### src/rtl/store_buffer.sv
`default_nettype none
// ============================================================================
// Module   : store_buffer
// Brief    : Retire-ordered store buffer with flush squash and byte forwarding
// Revision : 1.0
// ============================================================================
module store_buffer #(
   parameter int DEPTH      = 4,
   parameter int ADDR_WIDTH = 26,
   parameter int DATA_WIDTH = 32,
   parameter int ID_WIDTH   = 20
) (
   input  logic                      clk,
   input  logic                      rst_n,
   input  logic                      alloc_valid,
   input  logic [ADDR_WIDTH-1:0]     alloc_addr,
   input  logic [DATA_WIDTH-1:0]     alloc_data,
   input  logic [DATA_WIDTH/8-1:0]   alloc_be,
   input  logic [ID_WIDTH-1:0]       alloc_id,
   output logic                      alloc_ready,
   input  logic                      retire_valid,
   input  logic [ID_WIDTH-1:0]       retire_id,
   input  logic                      flush,
   input  logic                      ld_valid,
   input  logic [ADDR_WIDTH-1:0]     ld_addr,
   input  logic [DATA_WIDTH/8-1:0]   ld_be,
   output logic                      ld_hit,
   output logic                      ld_full,
   output logic [DATA_WIDTH-1:0]     ld_data,
   output logic                      wr_valid,
   output logic [ADDR_WIDTH-1:0]     wr_addr,
   output logic [DATA_WIDTH-1:0]     wr_data,
   output logic [DATA_WIDTH/8-1:0]   wr_be,
   input  logic                      wr_ready,
   output logic [$clog2(DEPTH):0]    count,
   output logic                      empty
);

   localparam int c_IW = $clog2(DEPTH);
   localparam int c_PW = c_IW + 1;
   localparam int c_BE = DATA_WIDTH / 8;
   localparam logic [c_PW-1:0] c_ONE = {{(c_PW-1){1'b0}}, 1'b1};

   logic [ADDR_WIDTH-1:0] r_addr [DEPTH];
   logic [DATA_WIDTH-1:0] r_data [DEPTH];
   logic [c_BE-1:0]       r_be   [DEPTH];
   logic [ID_WIDTH-1:0]   r_id   [DEPTH];
   logic [DEPTH-1:0]      r_v;
   logic [DEPTH-1:0]      r_c;
   logic [c_PW-1:0]       r_head;
   logic [c_PW-1:0]       r_tail;
   logic [c_PW-1:0]       r_ncom;

   logic [DEPTH-1:0]      w_v_nxt;
   logic [DEPTH-1:0]      w_c_nxt;
   logic [c_PW-1:0]       w_head_nxt;
   logic [c_PW-1:0]       w_tail_nxt;
   logic [c_PW-1:0]       w_ncom_nxt;

   logic [c_PW-1:0]       w_count;
   logic [c_PW-1:0]       w_ret_ptr;
   logic [c_IW-1:0]       w_head_idx;
   logic [c_IW-1:0]       w_tail_idx;
   logic [c_IW-1:0]       w_ret_idx;
   logic [c_IW-1:0]       w_fwd_idx;
   logic                  w_retire;
   logic                  w_drain;
   logic                  w_alloc;
   logic                  w_wr_valid;
   logic [c_BE-1:0]       w_cov;
   logic [DATA_WIDTH-1:0] w_fwd_data;
   logic                  w_unused;

   assign w_count    = r_tail - r_head;
   assign w_head_idx = r_head[c_IW-1:0];
   assign w_tail_idx = r_tail[c_IW-1:0];
   assign w_ret_ptr  = r_head + r_ncom;
   assign w_ret_idx  = w_ret_ptr[c_IW-1:0];

   // count never exceeds DEPTH, so its MSB alone flags a full buffer
   assign alloc_ready = !w_count[c_IW] && !flush;
   assign w_alloc     = alloc_valid && alloc_ready;
   assign w_retire    = retire_valid && r_v[w_ret_idx] && !r_c[w_ret_idx]
                        && (r_id[w_ret_idx] == retire_id);
   assign w_wr_valid  = r_v[w_head_idx] && r_c[w_head_idx];
   assign w_drain     = w_wr_valid && wr_ready;

   // Retire, drain, flush, allocate: later steps see the earlier updates
   always_comb begin
      w_v_nxt    = r_v;
      w_c_nxt    = r_c;
      w_head_nxt = r_head;
      w_tail_nxt = r_tail;
      w_ncom_nxt = r_ncom;
      if (w_retire) begin
         w_c_nxt[w_ret_idx] = 1'b1;
         w_ncom_nxt         = w_ncom_nxt + c_ONE;
      end
      if (w_drain) begin
         w_v_nxt[w_head_idx] = 1'b0;
         w_c_nxt[w_head_idx] = 1'b0;
         w_head_nxt          = r_head + c_ONE;
         w_ncom_nxt          = w_ncom_nxt - c_ONE;
      end
      if (flush) begin
         w_v_nxt    = w_v_nxt & w_c_nxt;
         w_tail_nxt = w_head_nxt + w_ncom_nxt;
      end
      if (w_alloc) begin
         w_v_nxt[w_tail_idx] = 1'b1;
         w_c_nxt[w_tail_idx] = 1'b0;
         w_tail_nxt          = r_tail + c_ONE;
      end
   end

   always_ff @(posedge clk or negedge rst_n) begin
      if (!rst_n) begin
         r_v    <= '0;
         r_c    <= '0;
         r_head <= '0;
         r_tail <= '0;
         r_ncom <= '0;
      end else begin
         r_v    <= w_v_nxt;
         r_c    <= w_c_nxt;
         r_head <= w_head_nxt;
         r_tail <= w_tail_nxt;
         r_ncom <= w_ncom_nxt;
      end
   end

   // Payload needs no reset: every read is qualified by its valid bit
   always_ff @(posedge clk) begin
      if (w_alloc) begin
         r_addr[w_tail_idx] <= alloc_addr;
         r_data[w_tail_idx] <= alloc_data;
         r_be[w_tail_idx]   <= alloc_be;
         r_id[w_tail_idx]   <= alloc_id;
      end
   end

   // Walk entries oldest to youngest so younger matches overwrite older lanes
   always_comb begin
      w_cov      = '0;
      w_fwd_data = '0;
      w_fwd_idx  = '0;
      if (ld_valid) begin
         for (int k = 0; k < DEPTH; k++) begin
            w_fwd_idx = w_head_idx + k[c_IW-1:0];
            if (r_v[w_fwd_idx] &&
                (r_addr[w_fwd_idx][ADDR_WIDTH-1:2] == ld_addr[ADDR_WIDTH-1:2])) begin
               for (int b = 0; b < c_BE; b++) begin
                  if (r_be[w_fwd_idx][b] && ld_be[b]) begin
                     w_cov[b]            = 1'b1;
                     w_fwd_data[8*b +: 8] = r_data[w_fwd_idx][8*b +: 8];
                  end
               end
            end
         end
      end
   end

   assign ld_hit  = ld_valid && (|w_cov);
   assign ld_full = ld_valid && (ld_be != '0) && (w_cov == ld_be);
   assign ld_data = w_fwd_data;

   assign wr_valid = w_wr_valid;
   assign wr_addr  = w_wr_valid ? r_addr[w_head_idx] : '0;
   assign wr_data  = w_wr_valid ? r_data[w_head_idx] : '0;
   assign wr_be    = w_wr_valid ? r_be[w_head_idx]   : '0;

   assign count = w_count;
   assign empty = (w_count == '0);

   assign w_unused = ^ld_addr[1:0];

endmodule
`default_nettype wire

### config.mk
export PLATFORM = sky130hd
export DESIGN_NAME = store_buffer
export DESIGN_NICKNAME = d
export VERILOG_FILES = /design/src/rtl/store_buffer.sv
export SDC_FILE = /design/constraint.sdc
export NUM_CORES = 1
export LEC_CHECK = 0
export CAP_MARGIN = 20
export CORE_ASPECT_RATIO = 1.4
export CORE_MARGIN = 5
export CORE_UTILIZATION = 59
export CTS_CLUSTER_DIAMETER = 50
export DETAILED_ROUTE_END_ITERATION = 10
export DONT_BUFFER_PORTS = 1
export HOLD_SLACK_MARGIN = 0.06
export PLACE_DENSITY = 0.83
export SLEW_MARGIN = 20
export SYNTH_ARGS = -nofsm -noshare
export SYNTH_HDL_FRONTEND = slang
export SYNTH_SLANG_ARGS = --single-unit
export TNS_END_PERCENT = 100
### constraint.sdc
create_clock -name clk -period 6.85 [get_ports clk]
set_input_delay 1.0275 -clock clk [delete_from_list [all_inputs] [get_ports clk]]
set_output_delay 1.0275 -clock clk [all_outputs]
set_load 0.005 [all_outputs]
==> results.yml <==
logic_synthesis:
  synthTopCellsByArea: "edfxtp_1 48%, mux4_2 19%, xnor2_1 4.3%, mux2i_1 3.8%, dfrtp_1 2.1%"
  ys_async_sr_fraction_pct: 4.93
  synthTopCellsByCount: "328 x edfxtp_1, 173 x mux4_2, 102 x xnor2_1"
  synth_top_cell_by_area: "edfxtp_1"
  synth_cells: 1446
  synth_area_um2: 20600
  synth-seq-cells: 345
  synth_edf_count: 328
  synth_seq_area_share_pct: 49.8
  synth.most_common_cell: "edfxtp_1"
  ys_warn_count: 0
  synth_top_area_share_pct: 47.8
  syn_nets: 1600
  synth-main-ff-cell: "edfxtp_1"
  yosysUniqueCellTypes: 63
  syn_avg_cell_area_um2: 14.3
place:
  port_buffers: 0
  dp_cells: 1809
  dp_hpwl_um: 34400
  place_congestion: 0.895
layout:
  layout.nets: 1543
  area_growth_pct: 6.64
  final_util_pct: 63.3
  layout-drive-gt1-share_pct: 22.3
  final_cell_count_no_fill: 1870
  antenna_cells: 0
power:
  p_seq_share_pct: 53.6
  combPwrFrac_pct: 4.3
  p_sw_share_pct: 20.7
  net-switching-power_mw: 0.923
  p_per_area_nw_per_um2: 203
  vdd_ir_drop_max_uv: 230
  power_mw: 4.46
  pwr-share-clk_pct: 42.1
  internal_power_mw: 3.53
  p_leak_nw: 7.51
clocking:
  tritoncts: "done"
  clkTransAtPathRegs_ns: 0.06
  insertion_delay_ns: 0.53
  ctsHoldBuffers: 0
  cts_resized: 0
  post_cts_buffers: 0
  numCtsBuffers: 34
  cts.path.max_buffers: 3
  cts_root_buf: "clkbuf_16"
  clock_sinks: 345
  h-tree-depth: 2
critical_path:
  path_common_cell: "nand4_1"
  critPathLaunchType: "register"
  critPathMaxFanout: 40
  crit_path_end_kind: "primary output"
  cpMaxStageDelayCell: "dfrtp_4"
  worstPathRequired_ns: 5.82
  critPathKind: "reg2out"
  slowest_delay_ns: 0.75
  path_cells: "inv_1, ha_4, buf_12, mux4_2, xnor2_1, nand4_1, nor2_1, nand4_1, and2_1, o211ai_1, a31oi_1, o21a_1"
  critPathArrivalTime_ns: 5.33
  cpLargestDelayFamily: "simple AND/OR/NAND/NOR gates"
  critPathBufInv: 2
outcome:
  status: "finished clean"
sta:
  finalSetupTns_ns: 0
  fin_crit_ns: 6.35
  post-route-period-util_pct: 92.8
  hold_violations: 0
  finalMaxSlewViolations: 0
  setup_violations: 0
  timing.fmax_mhz: 157
  relSlewSlack_pct: 24.8
  rsz0062_at_grt: "false"
  tightestPinTransition_ns: 1.13
  skew_ns: 0.0203
routing:
  wire_per_inst_um: 27.1
  avgViaCountPerCell: 7.01
  detail-route-antenna-nets: 0
  via_count: 13100
  drtIter0Drc: 1040
  drc: 0
  drt_pass1_iterations: 5
  drt-total-wl_um: 50600
hold_path:
  hold_path.class: "in2async"
floorplanning:
  core_um2: 34800
  die_area_um2: 38800
  rows: 81
  pin_count: 241
  initial_utilization_pct: 59.3
  die_height_um: 231
  die_w_um: 168
grt:
  overflow: 0
  grt_use_total_pct: 25.6
  grt_max_degree: 148
  grt_pass1_wl_um: 77000
  grt_pass1_vias: 13400
  antenna_found_initial: 0
job:
  maxCapViolCount: 0
final timing paths:
check,cells after the start,slack (ns),to,start
min in group clk,1,0.55,r_head[2],r_head[2]
worst max-delay path,12,0.50,ld_data[29],r_head[0]
max in group asynchronous,0,6.58,r_head[1],rst_n
worst min register to register,1,0.55,r_head[2],r_head[2]
worst max register to register,14,1.54,r_tail[2],r_head[1]
worst min-delay path,0,0.19,r_v[2],rst_n
worst register-to-register path: stages, from the launching register on:
cell and delay (ns):
dfrtp_4 0.82, xnor3_2 0.97, nor3b_1 0.36, a311oi_1 0.08, a311oi_1 0.39, nand4_1 0.13, nor4_1 0.33, and4_1 0.40
mux2i_1 0.27, ha_1 0.26, mux2i_1 0.26, fa_1 0.25, xor2_1 0.16, xnor3_1 0.24, mux2_2 0.26
cell families (layout without fill, tap and decap cells):
logic type / count (synthesis) / count (layout) / share of synthesized area, %
xor gates and xnor gates: 118 / 118 / 5.15
buffers and inverters: 151 / 119 / 3.39
DFF: 345 / 345 / 49.8
adders and majority gates: 15 / 15 / 0.983
muxes: 296 / 296 / 25.9
and+or+nand+nor: 296 / 296 / 7.26
AOI/OAI and AO/OA: 225 / 225 / 7.52
state kept, by name (all words and copies together) (netlist names):
| register | flops |
|---|---|
| r_addr | 104 |
| r_be | 16 |
| r_c | 4 |
| r_data | 128 |
| r_head | 3 |
| r_id | 80 |
| r_ncom | 3 |
| r_tail | 3 |
| r_v | 4 |
power by group through the flow:
stage	clock network [mW]	logic (mW)	registers [mW]
final	1.87	0.192	2.39
after global routing	2.00	0.206	2.39
after CTS	1.90	0.193	2.39
after detailed placement	0	0.192	2.43
after global placement	0	0.187	2.43
after floorplan	0	0.150	2.43
cell type report:
| class | count | area [µm²] |
|---|---|---|
| Tap cell | 456 | 571 |
| Multi-Input combinational cell | 950 | 9670 |
| Timing Repair Buffer | 25 | 225 |
| Sequential cell | 345 | 10300 |
| Clock inverter | 18 | 229 |
| Fill cell | 2439 | 12800 |
| Inverter | 33 | 124 |
| Clock buffer | 43 | 885 |
routing by layer:
metal  routed length (µm)  part of all wire (%)  global-route usage (%)  up-vias
li1                     -                     -                       -     5613
met1                17200                    34                    29.3     6729
met2                26300                    52                    45.0      616
met3                 4890                   9.7                    7.40      142
met4                 2210                   4.4                    10.5        0
met5                    0                     0                       0        -
stage by stage:
step / hold WS (ns) / setup WS (ns) / area (µm²)
final: 0.185 / 0.496 / 22000
after global routing: 0.160 / 0.142 / 22000
after CTS: 0.162 / 0.544 / 22000
after detailed placement: 0.537 / 1.15 / 20900
after global placement: 0.538 / 1.20 / 20900
after floorplan: 0.502 / 0.00655 / 20600
layout by cell type, fill, tap and decap left out, drive strengths merged, types with 6 or more instances in the layout:
| master | instances |
|---|---|
| and3 | 31 |
| nor4 | 7 |
| inv | 36 |
| mux4 | 183 |
| a21boi | 9 |
| xor2 | 14 |
| nand3 | 6 |
| buf | 25 |
| a211o | 9 |
| edfxtp | 328 |
| a21oi | 44 |
| o221ai | 9 |
| o21ai | 62 |
| clkbuf | 43 |
| o21a | 16 |
| a221oi | 9 |
| a31oi | 20 |
| nand4 | 24 |
| nand2b | 17 |
| nor2b | 25 |
| mux2 | 35 |
| xnor2 | 102 |
| nand2 | 80 |
| mux2i | 78 |
| and2 | 8 |
| o211ai | 28 |
| ha | 13 |
| nor3b | 6 |
| dfrtp | 17 |
| nor2 | 75 |
| clkinv | 9 |
Power figures use the tool's default switching activity.
